$ cat src/rtl/ddr_cmd_sequencer.sv
// DDR command sequencer: walks one request through ACT/CAS/data/PRE timing
// and hands single-cycle strobes to the burst/data stage.
module ddr_cmd_sequencer #(
    parameter int TRCD = 16,
    parameter int TWR  = 12,
    parameter int TRTP = 6,
    parameter int TRP  = 16
) (
    input  logic       clock_t,
    input  logic       reset_n,
    input  logic       init_done,
    input  logic       req_valid,
    input  logic [1:0] req_rw,
    output logic       req_ready,
    input  logic [5:0] rd_delay,
    input  logic [5:0] wr_delay,
    input  logic [3:0] bl,
    output logic       act_rdy,
    output logic       cas_rdy,
    output logic       rw_rdy,
    output logic       pre_rdy,
    output logic       data_active,
    output logic       cmd_err,
    output logic       busy
);

    typedef enum logic [3:0] {
        IDLE  = 4'd0,
        ACT   = 4'd1,
        RCD   = 4'd2,
        CAS   = 4'd3,
        LAT   = 4'd4,
        BURST = 4'd5,
        RECOV = 4'd6,
        PRE   = 4'd7,
        RP    = 4'd8
    } state_t;

    localparam logic [1:0] RW_READ  = 2'b01;
    localparam logic [1:0] RW_WRITE = 2'b10;
    localparam logic [7:0] TRCD_L = TRCD[7:0];
    localparam logic [7:0] TWR_L  = TWR[7:0];
    localparam logic [7:0] TRTP_L = TRTP[7:0];
    localparam logic [7:0] TRP_L  = TRP[7:0];

    state_t      state_r, state_s;
    logic [7:0]  cnt_r, cnt_s;
    logic [1:0]  rw_r;
    logic [5:0]  dly_r;
    logic [3:0]  bl_r;
    logic        accept_s, rw_ok_s, err_s;
    logic [7:0]  dly_eff_s, beats_s, recov_s;
    logic        act_rdy_r, cas_rdy_r, rw_rdy_r, pre_rdy_r;
    logic        data_active_r, cmd_err_r, busy_r;

    assign req_ready = (state_r == IDLE) && init_done && reset_n;
    assign accept_s  = req_valid && req_ready;
    assign rw_ok_s   = (req_rw == RW_READ) || (req_rw == RW_WRITE);

    // Wait lengths derived from the captured request; a zero delay still costs one cycle.
    always_comb begin
        dly_eff_s = (dly_r == 6'd0) ? 8'd1 : {2'b00, dly_r};
        beats_s   = (bl_r == 4'd4) ? 8'd2 : 8'd4;
        recov_s   = (rw_r == RW_WRITE) ? TWR_L : TRTP_L;
    end

    // Next-state logic; each wait state is entered with cnt = remaining cycles in it.
    always_comb begin
        state_s = state_r;
        cnt_s   = cnt_r;
        err_s   = 1'b0;
        case (state_r)
            IDLE: begin
                if (accept_s && rw_ok_s) begin
                    state_s = ACT;
                end else if (accept_s) begin
                    err_s = 1'b1;
                end else begin
                    state_s = IDLE;
                end
            end
            ACT: begin
                if (TRCD_L <= 8'd1) begin
                    state_s = CAS;
                end else begin
                    state_s = RCD;
                    cnt_s   = TRCD_L - 8'd1;
                end
            end
            CAS: begin
                if (dly_eff_s == 8'd1) begin
                    state_s = BURST;
                    cnt_s   = beats_s;
                end else begin
                    state_s = LAT;
                    cnt_s   = dly_eff_s - 8'd1;
                end
            end
            RCD, LAT, RECOV, RP: begin
                if (cnt_r > 8'd1) begin
                    cnt_s = cnt_r - 8'd1;
                end else begin
                    cnt_s = 8'd0;
                    case (state_r)
                        RCD:     state_s = CAS;
                        LAT:     begin state_s = BURST; cnt_s = beats_s; end
                        RECOV:   state_s = PRE;
                        default: state_s = IDLE;
                    endcase
                end
            end
            BURST: begin
                if (cnt_r > 8'd1) begin
                    cnt_s = cnt_r - 8'd1;
                end else if (recov_s <= 8'd1) begin
                    state_s = PRE;
                    cnt_s   = 8'd0;
                end else begin
                    state_s = RECOV;
                    cnt_s   = recov_s - 8'd1;
                end
            end
            PRE: begin
                if (TRP_L <= 8'd1) begin
                    state_s = IDLE;
                    cnt_s   = 8'd0;
                end else begin
                    state_s = RP;
                    cnt_s   = TRP_L - 8'd1;
                end
            end
            default: begin
                state_s = IDLE;
                cnt_s   = 8'd0;
            end
        endcase
    end

    // State, counter, captured request and registered strobes.
    always_ff @(posedge clock_t or negedge reset_n) begin
        if (!reset_n) begin
            state_r       <= IDLE;
            cnt_r         <= 8'd0;
            rw_r          <= 2'b00;
            dly_r         <= 6'd0;
            bl_r          <= 4'd0;
            act_rdy_r     <= 1'b0;
            cas_rdy_r     <= 1'b0;
            rw_rdy_r      <= 1'b0;
            pre_rdy_r     <= 1'b0;
            data_active_r <= 1'b0;
            cmd_err_r     <= 1'b0;
            busy_r        <= 1'b0;
        end else begin
            state_r <= state_s;
            cnt_r   <= cnt_s;
            if (accept_s && rw_ok_s) begin
                rw_r  <= req_rw;
                bl_r  <= bl;
                dly_r <= (req_rw == RW_WRITE) ? wr_delay : rd_delay;
            end else begin
                rw_r  <= rw_r;
                bl_r  <= bl_r;
                dly_r <= dly_r;
            end
            act_rdy_r     <= (state_s == ACT);
            cas_rdy_r     <= (state_s == CAS);
            pre_rdy_r     <= (state_s == PRE);
            rw_rdy_r      <= (state_s == BURST) && (state_r != BURST);
            data_active_r <= (state_s == BURST);
            cmd_err_r     <= err_s;
            busy_r        <= (state_s != IDLE);
        end
    end

    assign act_rdy     = act_rdy_r;
    assign cas_rdy     = cas_rdy_r;
    assign rw_rdy      = rw_rdy_r;
    assign pre_rdy     = pre_rdy_r;
    assign data_active = data_active_r;
    assign cmd_err     = cmd_err_r;
    assign busy        = busy_r;

endmodule

$ cat config.mk
export PLATFORM = sky130hd
export DESIGN_NAME = ddr_cmd_sequencer
export DESIGN_NICKNAME = d
export VERILOG_FILES = /design/src/rtl/ddr_cmd_sequencer.sv
export SDC_FILE = /design/constraint.sdc
export NUM_CORES = 1
export LEC_CHECK = 0
export ABC_AREA = 1
export BUFFER_PORTS_ARGS = -buffer_cell sky130_fd_sc_hd__buf_4
export CORE_MARGIN = 10
export CORE_UTILIZATION = 58
export CTS_BUF_LIST = sky130_fd_sc_hd__clkbuf_4 sky130_fd_sc_hd__clkbuf_8
export CTS_CLUSTER_DIAMETER = 150
export DETAILED_ROUTE_END_ITERATION = 7
export GPL_TIMING_DRIVEN = 0
export PLACE_DENSITY = 0.78
export SLEW_MARGIN = 20
export SYNTH_ARGS = -nofsm -noshare
export SYNTH_HDL_FRONTEND = slang
export SYNTH_SLANG_ARGS = --single-unit
$ cat constraint.sdc
create_clock -name clock_t -period 2.3 [get_ports clock_t]
set_input_delay 0.115 -clock clock_t [delete_from_list [all_inputs] [get_ports clock_t]]
set_output_delay 0.115 -clock clock_t [all_outputs]
set_load 0.01 [all_outputs]
Yosys cells after proc, flatten, opt, wreduce, memory -nomap -nowiden
Cells that the tools add are included.

operators by class
  add/subtract/negate cells = 3
  $lt $le $gt $ge = 2
  equal/unequal tests = 18
  multiplexer cells = 21
  reduce and logical (&&, ||, !) cells = 11

operators with widths
  cell                                                            count
  one-hot mux 8 bit (5 select lines)                              1
  2-to-1 mux 8 bit                                                4
  equality test 4 x 3 -> 1 bit, second input constant             7
  one-hot mux 4 bit (6 select lines)                              1
  2-to-1 mux 4 bit                                                5
  equality test 4 x 2 -> 1 bit, second input constant             3
  2-to-1 mux 6 bit                                                2
  one-hot mux 3 bit (3 select lines)                              1
  equality test 4 x 1 -> 1 bit, second input constant             2
  greater-than comparator 8 x 1 -> 1 bit, second input constant   1
  subtractor 8 x 1 -> 8 bit, second input constant                1
  subtractor 6 x 1 -> 7 bit, second input constant                1
  equality test 6 x 1 -> 1 bit, second input constant             1
  zero test 6 bit                                                 1
  2-to-1 mux 3 bit                                                2
  logical AND 1 bit                                               5
  2-to-1 mux 1 bit                                                5
  subtractor 4 x 1 -> 5 bit, second input constant                1
  equality test 2 bit, second input constant                      2
  equality test 4 bit, second input constant                      1
  less-or-equal comparator 4 x 1 -> 1 bit, second input constant  1
  zero test 4 bit                                                 1
  inequality test 4 x 3 -> 1 bit, second input constant           1
  nonzero test 4 bit                                              1
  other kinds (4)                                                 4

storage, ports and cells
  flip-flop bits (word level) = 31
  logic and storage cells = 67

Logic depth before layout (Yosys ltp)
Gate-level depths: netlist of run 1.

  depth after elaboration = 9
  depth in mapped cells = 12
  mapped depth without buffers = 11

Worst setup path before layout of run 1
OpenSTA, ideal clock, no wires.

  path type = reg2reg
  from = reg dly_r[2]
  to = reg cnt_r[2]
  setup time = 0.125 ns
  arrival time = 1.493 ns
  slack = 0.682 ns
  stages on the path, launching flop included = 12
  cells stage by stage = dfrtp_1 nor2_1 nand2_1 o21ai_1 inv_1 ha_1 xnor2_1 nand2_1 nand2_1 nor2_1 nor2_1 nand3_1

on the way
  cells in the longest elaborated chain, start to end = 5
  elaborated cells between the ends (all ways) = 6

RTL lines
  what                                                                              line    source
  start: declaration                                                                49      logic [5:0] dly_r;
  start signal: assignment                                                          160     dly_r <= (req_rw == RW_WRITE) ? wr_delay : rd_delay;
  start signal: assignment                                                          164     dly_r <= dly_r;
  zero test 6 bit                                                                   62      dly_eff_s = (dly_r == 6'd0) ? 8'd1 : {2'b00, dly_r};
  2-to-1 mux 6 bit (*)                                                              62
  subtractor 6 x 1 -> 7 bit / equality test 6 x 1 -> 1 bit (equally long branches)  96, 91
  2-to-1 mux 8 bit (*)                                                              91      if (dly_eff_s == 8'd1) begin
  one-hot mux 8 bit (5 select lines) (*)                                            72      case (state_r)
  end signal: assignment                                                            156     cnt_r <= cnt_s;
  end: declaration                                                                  47      logic [7:0] cnt_r, cnt_s;

Every way passes the cells marked *; elsewhere a longest branch is shown, timed or not.
A chain may end at the register's enable or synchronous reset.

Worst setup path in the final report of run 1
Same ends and word-level chain as after synthesis.

==> metrics.md, run 1 <==
| Metric | Value |
|---|---|
| Status | completed |
| Mapped Area | 1880 um2 |
| Final period util | 0.831 |
| HP Start | rd_delay[3] |
| Hold WS | 0.0249 ns |
| GR Util All Layers | 0.161 |
| CP endpoint kind | flop |
| Max Freq | 523 MHz |
| Detailed placer's ending HPWL | 3420 um |
| Sequential area share after synthesis | 0.412 |
| Max_slew headroom | 0.736 |
| Critical path required time | 2.53 ns |
| Commonest cells in the synthesized netlist | 82 x nand2_1, 41 x inv_1, 31 x dfrtp_1 |
| Max Buffers Root-to-Sink | 2 |
| Hold endpoint | dly_r[3] |
| Worst-path clk slew | 0.09 ns |
| Area leader, netlist | dfrtp_1 |
| Hold Crit Depth | 3 |
| GRT overflow | 0 |
| I/O Buffers | 29 |
| Starting DRT DRC Count | 105 |
| Pwr dens | 1150 nW/um2 |
| Clock Skew | 0.00473 ns |
| # IOs | 30 |
| Final setup vio count | 0 |
| Worst path cell trace | nor2_1, nand2_1, o21ai_1, inv_1, ha_1, xnor2_1, nand2_1, nand2_1, nor2_1, nor2_1, nand3_1 |
| Nets@finish | 333 |
| Most instantiated library cell after synthesis | nand2_1 |
| Vias in the first global route | 1880 |
| Util after Layout | 0.743 |
| Post-synth cell types | 27 |
| Dominant synthesized flop cell | dfrtp_1 |
| Mapped Nets | 291 |
| RSZ-0062 raised after global routing | false |
| Die extent in x | 77.0 um |
| Yosys top cell area share | 0.412 |
| CP max stage cell | dfrtp_1 |
| Worst Tran Pin Value | 0.396 ns |
| Critical Path Start Type | flop |
| DRC errors left | 0 |
| Crit path arrival time | 2.14 ns |
| First-pass GRT wire length | 7970 um |
| Min-delay worst type | input pin to flop |
| Fraction of registers with async set/reset | 1.00 |
| Layout Cells excl Fill | 351 |
| CORE AREA | 3080 um2 |
| Antenna cells | 0 |
| Worst Slack Setup Final | 0.389 ns |
| Max-cap violations | 0 |
| Reg2reg path depth | 11 |
| Hold Vio Cnt, Final | 0 |
| RD Place Congestion | 0.861 |
| Max VDD drop | 0.640 mV |
| Largest net degree at the start of global routing | 33 |
| Initial antenna violation count | 0 |
| Worst R2R Setup Slack | 0.39 ns |
| Die area | 5930 um2 |
| Num CTS Buffers | 5 |
| Placed cell count | 337 |
| Synth area leaders | dfrtp_1 41%, nand2_1 16%, inv_1 8.2% |
| Clock tree root buffer cell | clkbuf_4 |
| Initial Utilization | 0.612 |
| Htree depth | 2 |
| Fin crit period | 1.91 ns |
| Fill count | 267 |
| Area of the multi-input gates | 915 um2 |
| Crit Path Max Fanout | 4 |
| Register bit count reported by yosys | 31 |
| Synth-to-Final Area Change | 21.5% |
| Vias | 1749 |
| CTS tree | done |
| Leakage | 1.27 nW |
| DR vias/cell | 4.98 |
| Dpl ws | 0.399 ns |
| Routed Antenna Nets | 0 |
| Setup TNS | 0 ns |
| CP peak stage delay | 0.43 ns |
| CTS sink cnt | 31 |
| Die Y | 77.0 um |
| Clock insertion delay at the later pin of the skew report | 0.34 ns |
| EDFF count, synth | 0 |
| Type of the worst setup path | flop to flop |
| Worst r2r src | dly_r[2] |
| Layout cells sized above 1 | 0.179 |
| Synth warnings | 0 |
| Total wire length | 4310 um |
| Standard-cell row count | 20 |
| Final instance area | 2290 um2 |
| Post-cts resize count | 0 |
| Avg Inst Size Synth | 7.13 um2 |
| Slew Limit Fails | 0 |
| Mapped Cells | 264 |
| First drt pass iteration count | 4 |
| Total power | 2.64 mW |
| Routed wire per std cell | 12.3 um |
| Placed cell area | 2160 um2 |
| Reg2reg end | cnt_r[2] |
| FF/Latch Area | 776 um2 |
[state kept, by name, indices dropped and copies added (netlist names)]
register,cells
rw_r,2
act_rdy,1
cnt_r,8
cmd_err,1
pre_rdy,1
cas_rdy,1
dly_r,6
busy,1
data_active,1
state_r,4
bl_r,4
rw_rdy,1
[layer usage]
layer | part of all wire | up-vias | wire (um) | track usage
met5 | 0 | - | 0 | 0
met4 | 0.014 | 0 | 61 | 0.0620
met3 | 0.044 | 7 | 191 | 0.0536
met2 | 0.49 | 28 | 2100 | 0.275
met1 | 0.45 | 799 | 1960 | 0.180
li1 | - | 915 | - | -
[layout make-up]
| class | instances | share of cell area |
|---|---|---|
| Sequential cell | 31 | 0.339 |
| Inverter | 44 | 0.0722 |
| Buffer | 4 | 0.0120 |
| Multi-Input combinational cell | 185 | 0.400 |
| Timing Repair Buffer | 35 | 0.121 |
| Clock buffer | 8 | 0.0317 |
| Tap cell | 44 | 0.0241 |
[how the worst max path moves through the flow]
stage / endpoint / startpoint
6_report: cnt_r[2] / dly_r[2]
5_1_grt: cnt_r[2] / dly_r[2]
4_1_cts: cnt_r[2] / dly_r[2]
3_5_place_dp: cnt_r[2] / dly_r[2]
3_3_place_gp: cnt_r[2] / dly_r[2]
2_1_floorplan: cnt_r[2] / dly_r[2]
[report_power, final]
group	internal, mW	switching (mW)
combinational	0.500	0.817
clock	0.191	0.186
sequential	0.764	0.185
[kinds of logic after synthesis]
group / Yosys count / share of synthesized area
AOI/OAI and AO/OA: 27 / 0.0811
xor gates and xnor gates: 4 / 0.0186
adders and majority gates: 5 / 0.0332
buffers and inverters: 48 / 0.102
DFF: 31 / 0.412
and+or+nand+nor: 149 / 0.353
[critical path: cells and delay by family (launching register included)]
kind | cells | cell delay, ns
AOI/OAI and AO/OA | 1 | 0.19
DFF | 1 | 0.43
and+or+nand+nor | 7 | 0.68
buffers and inverters | 1 | 0.09
adders and majority gates | 1 | 0.24
xor gates and xnor gates | 1 | 0.16
[layout by cell type, fill, tap and decap left out, drive strengths merged]
master       count
a21oi            1
buf             32
clkbuf           9
dfrtp           31
dlygate4sd3      6
ha               5
inv             44
nand2           86
nand3           27
nand4            3
nor2            30
nor3             3
o211ai           6
o21ai           19
o31ai            1
xnor2            2
xor2             2
[timing repair]
| item | in CTS | in global routing |
|---|---|---|
| endpoints found under the hold margin | 36 | 0 |
| setup buffers | 0 | 0 |
| endpoints found under the setup margin | 0 | 0 |
| hold buffers | 6 | 0 |
Power figures use the tool's default switching activity.
==> run 2, diff against run 1 <==
ABC_AREA = 0   (was 1)
CORE_UTILIZATION = 53   (was 58)
PLACE_DENSITY = 0.75   (was 0.78)
clock period = 1.7 ns   (was 2.3 ns; I/O delays follow)
==> metrics.md, run 2 <==
| Metric | Value |
|---|---|
| Leakage | 1.30 nW (+2.6%) |
| Largest register by flop count | cnt_r |
| HP Start | rd_delay[4] |
| Hold Vio Cnt, Final | 0 (unchanged) |
| First drt pass iteration count | 7 (+3) |
| Nets@finish | 323 (-3.0%) |
| Fill count | 220 (-18%) |
| CP Buf/Inv Count | 3 (+2) |
| Setup TNS | -1.93 ns (-1.93 ns) |
| Hold Crit Depth | 3 (unchanged) |
| Area leader, netlist | dfrtp_1 |
| Clock insertion delay at the later pin of the skew report | 0.34 ns (about the same) |
| Largest delay contributor family on the critical path | simple AND/OR/NAND/NOR gates |
| Max-cap violations | 0 (unchanged) |
| RD Place Congestion | 0.883 (+2.6%) |
| I/O Buffers | 29 (unchanged) |
| CP peak stage delay | 0.40 ns (-0.03 ns) |
| # IOs | 30 (unchanged) |
| Worst Slack Setup Final | -0.302 ns (-0.691 ns) |
| Htree depth | 2 (unchanged) |
| Final setup vio count | 12 (+12) |
| Initial Utilization | 0.563 (-0.0488) |
| Mapped Area | 1920 um2 (+2.1%) |
| Sequential area share after synthesis | 0.403 (-0.00858) |
| Die extent in x | 80.2 um (+4.2%) |
| First-pass GRT wire length | 9460 um (+19%) |
| Min-delay worst type | input pin to flop |
| CP max stage cell | dfrtp_1 |
| Clock Skew | 0.0175 ns (+0.0128 ns) |
| Xor/xnor share of the synthesized area | 0.0228 (+0.00417) |
| Largest net degree at the start of global routing | 32 (-3.0%) |
| Status | finished, violations left |
| Largest family of logic cells by synthesized area | simple AND/OR/NAND/NOR gates |
| Most instantiated library cell after synthesis | nand2_1 |
| Hold endpoint | dly_r[4] |
| Biggest regs | cnt_r x8, dly_r x6 |
| Type of the worst setup path | flop to flop |
| CORE AREA | 3420 um2 (+11%) |
| Reg2reg end | cnt_r[0] |
| Crit path arrival time | 2.19 ns (+0.05 ns) |
| Vias | 2081 (+19%) |
| Register bit count reported by yosys | 31 (unchanged) |
| Layout Cells excl Fill | 343 (-2.3%) |
| Worst Tran Pin Value | 0.771 ns (+0.375 ns) |
| Antenna cells | 0 (unchanged) |
| Layout cells sized above 1 | 0.434 (+0.255) |
| Synth warnings | 0 (unchanged) |
| Pwr dens | 1700 nW/um2 (+47%) |
| GRT overflow | 0 (unchanged) |
| CP endpoint kind | flop |
| DR vias/cell | 6.07 (+22%) |
| Routed wire per std cell | 18.6 um (+51%) |
| Max Freq | 499 MHz (-4.5%) |
| GR Util All Layers | 0.183 (+0.0223) |
| Failing checks | negative setup slack |
| Worst path cell trace | or3_4, buf_6, nor3b_4, buf_6, buf_6, o31ai_2, a21oi_1, o221ai_1 |
| Post-synthesis simple-gate area fraction | 0.258 (-0.0952) |
| Worst r2r src | cnt_r[7] |
| Reg2reg path depth | 8 (-3) |
| Num CTS Buffers | 5 (unchanged) |
| Vias in the first global route | 1970 (+4.8%) |
| Dominant synthesized flop cell | dfrtp_1 |
| Critical path required time | 1.89 ns (-0.64 ns) |
| Avg Inst Size Synth | 8.74 um2 (+23%) |
| Routed Antenna Nets | 0 (unchanged) |
| Die Y | 80.2 um (+4.2%) |
| Max VDD drop | 0.703 mV (+9.7%) |
| Mapped Cells | 220 (-17%) |
| Commonest cells in the synthesized netlist | 36 x nand2_1, 31 x dfrtp_1, 21 x o21ai_0 |
| CTS tree | done |
| Standard-cell row count | 21 (+5.0%) |
| Max Buffers Root-to-Sink | 2 (unchanged) |
| Compound-cell area share of the yosys netlist | 0.188 (+0.107) |
| Starting DRT DRC Count | 234 (+120%) |
| DRC errors left | 0 (unchanged) |
| Placed cell count | 295 (-12%) |
| Worst-path clk slew | 0.10 ns (about the same) |
| Clock tree root buffer cell | clkbuf_4 |
| Slew Limit Fails | 0 (unchanged) |
| Mapped Nets | 247 (-15%) |
| Max reg flops | 8 (unchanged) |
| Adder-cell share of the synthesized area | 0.0325 (-0.000692) |
| Crit Path Max Fanout | 5 (+1) |
| Hold WS | 0.0280 ns (+0.00315 ns) |
| Max_slew headroom | 0.479 (-0.257) |
| Most frequent cells in the layout | 58 x buf_4, 35 x nand2_1, 25 x dfrtp_1 |
| Total wire length | 6380 um (+48%) |
| Area of the multi-input gates | 1270 um2 (+39%) |
| Post-synth cell types | 53 (+96%) |
| FF/Latch Area | 783 um2 (+0.97%) |
| Synth-to-Final Area Change | 49.4% |
| Most frequent CP cell | buf_6 |
| Mux share of post-synthesis cell area | 0.0488 (+0.0488) |
| Critical Path Start Type | flop |
| Fin crit period | 2.00 ns (+0.0910 ns) |
| Yosys top cell area share | 0.403 (-0.00858) |
| Most common cell after layout, fill and taps aside | buf_4 |
| Synth area leaders | dfrtp_1 40%, nand2_1 7.0%, o21ai_0 5.5% |
| Detailed placer's ending HPWL | 3470 um (+1.4%) |
| RSZ-0062 raised after global routing | true |
| Initial antenna violation count | 0 (unchanged) |
| Util after Layout | 0.841 (+0.0979) |
| CTS sink cnt | 31 (unchanged) |
| Die area | 6440 um2 (+8.6%) |
| EDFF count, synth | 0 (unchanged) |
| Final period util | 1.18 (+0.347) |
| Worst R2R Setup Slack | -0.30 ns (-0.69 ns) |
| Fraction of registers with async set/reset | 1.00 (unchanged) |
run 2: cell count changes in the layout (fill, tap and decap cells not counted), moves of 11 or more:
cell,previous run,this run
inv_1,41,5
buf_4,30,58
nand3_1,25,4
nand2_1,82,35
nor2_1,25,14
run 2: metrics by stage:
stage                     total power, mW  setup slack [ns]  instance area (um2)
after floorplan                      2.63            -0.270                 1960
after global placement               3.08            -0.556                 2230
after detailed placement             3.11            -0.601                 2230
after CTS                            4.21            -0.376                 2680
after global routing                 5.14            -0.365                 2870
final                                4.87            -0.302                 2870
run 2: power by group:
part           switching, mW  leakage [nW]  internal [mW]  total, mW
Clock                  0.260        0.0361          0.193      0.453
Combinational           1.63         0.861           1.63       3.26
Sequential             0.237         0.404          0.925       1.16
run 2: logic make-up (layout without fill, tap and decap cells):
family,after synthesis,count (layout)
adders and majority gates,5,5
AOI/OAI and AO/OA,55,55
xor gates and xnor gates,5,5
DFF,31,31
and+or+nand+nor,96,96
buffers and inverters,20,97
muxes,8,8
run 2: layout make-up:
cell class	instances	share of cell area
multi-input cells	169	0.441
flip-flops and latches	31	0.273
repair buffers	70	0.202
plain buffers	11	0.0327
well taps	46	0.0200
clock buffers	7	0.0183
inverters	8	0.0113
clock inverters	1	0.00174
run 2: worst register-to-register path: stages (launching register included):
cell and delay (ns):
dfrtp_1 0.40, or3_4 0.40, buf_6 0.14, nor3b_4 0.24, buf_6 0.14, buf_6 0.10, o31ai_2 0.06, a21oi_1 0.21
o221ai_1 0.17
run 2: worst max-delay path by stage:
| stage | startpoint | end | slack [ns] | depth (start not counted) |
|---|---|---|---|---|
| CTS | cnt_r[5] | cnt_r[2] | -0.38 | 7 |
| finish | cnt_r[7] | cnt_r[0] | -0.30 | 8 |
| floorplan | cnt_r[7] | cnt_r[2] | -0.27 | 7 |
| global route | cnt_r[7] | cnt_r[0] | -0.37 | 8 |
| detailed placement | cnt_r[2] | cnt_r[1] | -0.60 | 4 |
| global placement | cnt_r[2] | cnt_r[1] | -0.56 | 4 |
run 2: metal layers:
| metal | global-route usage | vias up | routed length (um) |
|---|---|---|---|
| met5 | 0 | - | 0 |
| li1 | - | 947 | - |
| met3 | 0.0512 | 18 | 568 |
| met2 | 0.307 | 136 | 3120 |
| met4 | 0.0511 | 0 | 148 |
| met1 | 0.223 | 980 | 2540 |
run 2: repair_timing:
action	4_1_cts	5_1_grt
pin swaps	8	10
setup buffers	20	15
hold buffers	7	0
gates resized for setup	42	37
hold endpoints to repair	36	0
endpoints found under the setup margin	30	24
==> run 3, diff against run 2 <==
BUFFER_PORTS_ARGS = default   (was -buffer_cell sky130_fd_sc_hd__buf_4)
CORE_UTILIZATION = 57   (was 53)
CTS_BUF_LIST = sky130_fd_sc_hd__clkbuf_16   (was sky130_fd_sc_hd__clkbuf_4 sky130_fd_sc_hd__clkbuf_8)
DONT_BUFFER_PORTS = 1   (was default)
PLACE_DENSITY = 0.72   (was 0.75)
==> metrics.md, run 3 (synthesis gave the netlist of run 2 again) <==
| Metric | Value |
|---|---|
| Layout cells sized above 1 | 0.356 (-0.0785) |
| Fin crit period | 1.98 ns (-0.0244 ns) |
| DR vias/cell | 6.58 (+8.5%) |
| Placed cell area | 2020 um2 (-9.7%) |
| Biggest regs | cnt_r x8, dly_r x6 |
| GR Util All Layers | 0.199 (+0.0160) |
| Util after Layout | 0.842 (+0.00101) |
| Initial Utilization | 0.581 (+0.0179) |
| Final period util | 1.16 (-0.0143) |
| Max Freq | 506 MHz (+1.2%) |
| Most frequent cells in the layout | 36 x nand2_1, 26 x dfrtp_1, 24 x buf_4 |
| Vias in the first global route | 1939 (-1.6%) |
| Crit path arrival time | 2.12 ns (-0.07 ns) |
| Worst Slack Setup Final | -0.278 ns (+0.0244 ns) |
| Critical path required time | 1.84 ns (-0.05 ns) |
| Clock insertion delay at the later pin of the skew report | 0.28 ns (-0.06 ns) |
| Vias | 2067 (-0.67%) |
| I/O Buffers | 0 (-100%) |
| Initial antenna violation count | 0 (unchanged) |
| Worst path cell trace | nor3_4, or3b_4, mux2i_4, a211oi_2, o221ai_2 |
| Slew Limit Fails | 0 (unchanged) |
| Cell Int Power | 3.10 mW (+13%) |
| Pwr dens | 1910 nW/um2 (+12%) |
| DRC errors left | 0 (unchanged) |
| Final instance area | 2790 um2 (-3.0%) |
| Most common cell after layout, fill and taps aside | nand2_1 |
| CTS tree | done |
| Die extent in x | 78.1 um (-2.7%) |
| Clock Skew | 0.00583 ns (-0.0117 ns) |
| # IOs | 30 (unchanged) |
| Standard-cell row count | 21 (unchanged) |
| Detailed placer's ending HPWL | 3640 um (+5.0%) |
| Sw Pwr | 2.22 mW (+4.3%) |
| Synth-to-Final Area Change | 45.0% |
| Largest register by flop count | cnt_r |
| Num CTS Buffers | 5 (unchanged) |
| Max VDD drop | 0.908 mV (+29%) |
| Type of the worst setup path | flop to flop |
| First-pass GRT wire length | 9900 um (+4.7%) |
| Max-cap violations | 0 (unchanged) |
| Largest net degree at the start of global routing | 32 (unchanged) |
| GRT overflow | 0 (unchanged) |
| Worst Tran Pin Value | 0.737 ns (-0.0335 ns) |
| RSZ-0062 raised after global routing | true |
| Status | finished, violations left |
| Min-delay worst type | input pin to flop |
| Worst-path clk slew | 0.05 ns (-0.05 ns) |
| Routed wire per std cell | 21.6 um (+16%) |
| CP endpoint kind | flop |
| Routed Antenna Nets | 0 (unchanged) |
| Clk pwr share | 0.189 (+0.096) |
| CP max stage cell | dfrtp_1 |
| Die Y | 78.1 um (-2.7%) |
| Htree depth | 2 (unchanged) |
| Reg power frac | 0.225 (-0.013) |
| Leakage | 1.20 nW (-7.6%) |
| Max Buffers Root-to-Sink | 2 (unchanged) |
| First drt pass iteration count | 7 (unchanged) |
| Max_slew headroom | 0.502 (+0.0227) |
| Total wire length | 6800 um (+6.6%) |
| Die area | 6100 um2 (-5.3%) |
| Sw Ratio | 0.418 (-0.0195) |
| Starting DRT DRC Count | 372 (+59%) |
| Critical Path Start Type | flop |
| Max reg flops | 8 (unchanged) |
| CP peak stage delay | 0.49 ns (+0.09 ns) |
| Nets@finish | 293 (-9.3%) |
| Failing checks | negative setup slack |
| Fill count | 187 (-15%) |
| Hold Vio Cnt, Final | 0 (unchanged) |
| RD Place Congestion | 0.897 (+1.6%) |
| Clock tree root buffer cell | clkbuf_16 |
| CTS sink cnt | 31 (unchanged) |
| Crit Path Max Fanout | 4 (-1) |
| Final setup vio count | 18 (+6) |
| Gate power share | 0.586 (-0.083) |
| CORE AREA | 3310 um2 (-3.1%) |
-- run 3: cell types whose count changed in the layout (fill, tap and decap cells not counted), sizes merged --
cell	delta
diode	+1
clkinv	+1
dlygate4sd3	+2
bufinv	+1
buf	-34
-- run 3: power groups by stage --
| stage | Combinational [mW] | Clock [mW] | Sequential (mW) |
|---|---|---|---|
| after floorplan | 1.55 | 0 | 1.08 |
| after global placement | 1.85 | 0 | 1.13 |
| after detailed placement | 1.88 | 0 | 1.14 |
| after CTS | 2.59 | 0.998 | 1.13 |
| after global routing | 3.29 | 1.05 | 1.21 |
| final | 3.12 | 1.01 | 1.20 |
-- run 3: final cells by class --
class	count	area, um2	share of cell area
Antenna cell	1	2.50	0.000897
Buffer	10	76.3	0.0274
Clock buffer	5	125	0.0449
Clock inverter	3	38.8	0.0139
Inverter	8	30.0	0.0108
Multi-Input combinational cell	169	1290	0.462
Sequential cell	31	782	0.280
Tap cell	46	57.6	0.0206
Timing Repair Buffer	41	388	0.139
-- run 3: timing repair --
item                                    CTS  global route
gates resized for setup                  48            32
endpoints found under the hold margin    38             0
pin swaps                                13            14
hold buffers                              9             0
setup buffers                            20            13
endpoints found under the setup margin   29            29
-- run 3: worst max-delay path: cells and delay by family, from the launching register on --
family          cells  cell delay, ns
compound gates      2            0.36
flops               1            0.49
mux                 1            0.22
simple gates        2            0.75
-- run 3: metrics by stage --
step           power, mW  instances  hold slack (ns)  setup TNS, ns  setup slack [ns]
5_1_grt             5.55        313           0.0390          -3.18            -0.316
2_1_floorplan       2.63        220           -0.211         -0.666            -0.270
3_3_place_gp        2.98        266           -0.210          -6.22            -0.533
4_1_cts             4.72        303           0.0246          -2.49            -0.376
3_5_place_dp        3.02        266           -0.210          -6.68            -0.518
6_report            5.32        314          0.00590          -1.89            -0.278
-- run 3: worst paths after layout --
kind	start	endpoint	slack [ns]	depth (start not counted)
max	cnt_r[4]	cnt_r[2]	-0.28	5
min	rd_delay[4]	dly_r[4]	0.006	2
max reg2reg	cnt_r[4]	cnt_r[2]	-0.28	5
min reg2reg	rw_r[1]	rw_r[1]	0.47	2
max in group asynchronous	reset_n	dly_r[5]	1.24	2
min in group asynchronous	reset_n	cnt_r[2]	0.27	2
-- run 3: layer usage --
metal	track usage	part of all wire	wire length, um
met1	0.237	0.36	2460
met2	0.336	0.51	3480
met3	0.0524	0.080	547
met4	0.0735	0.045	308
met5	0	0	0
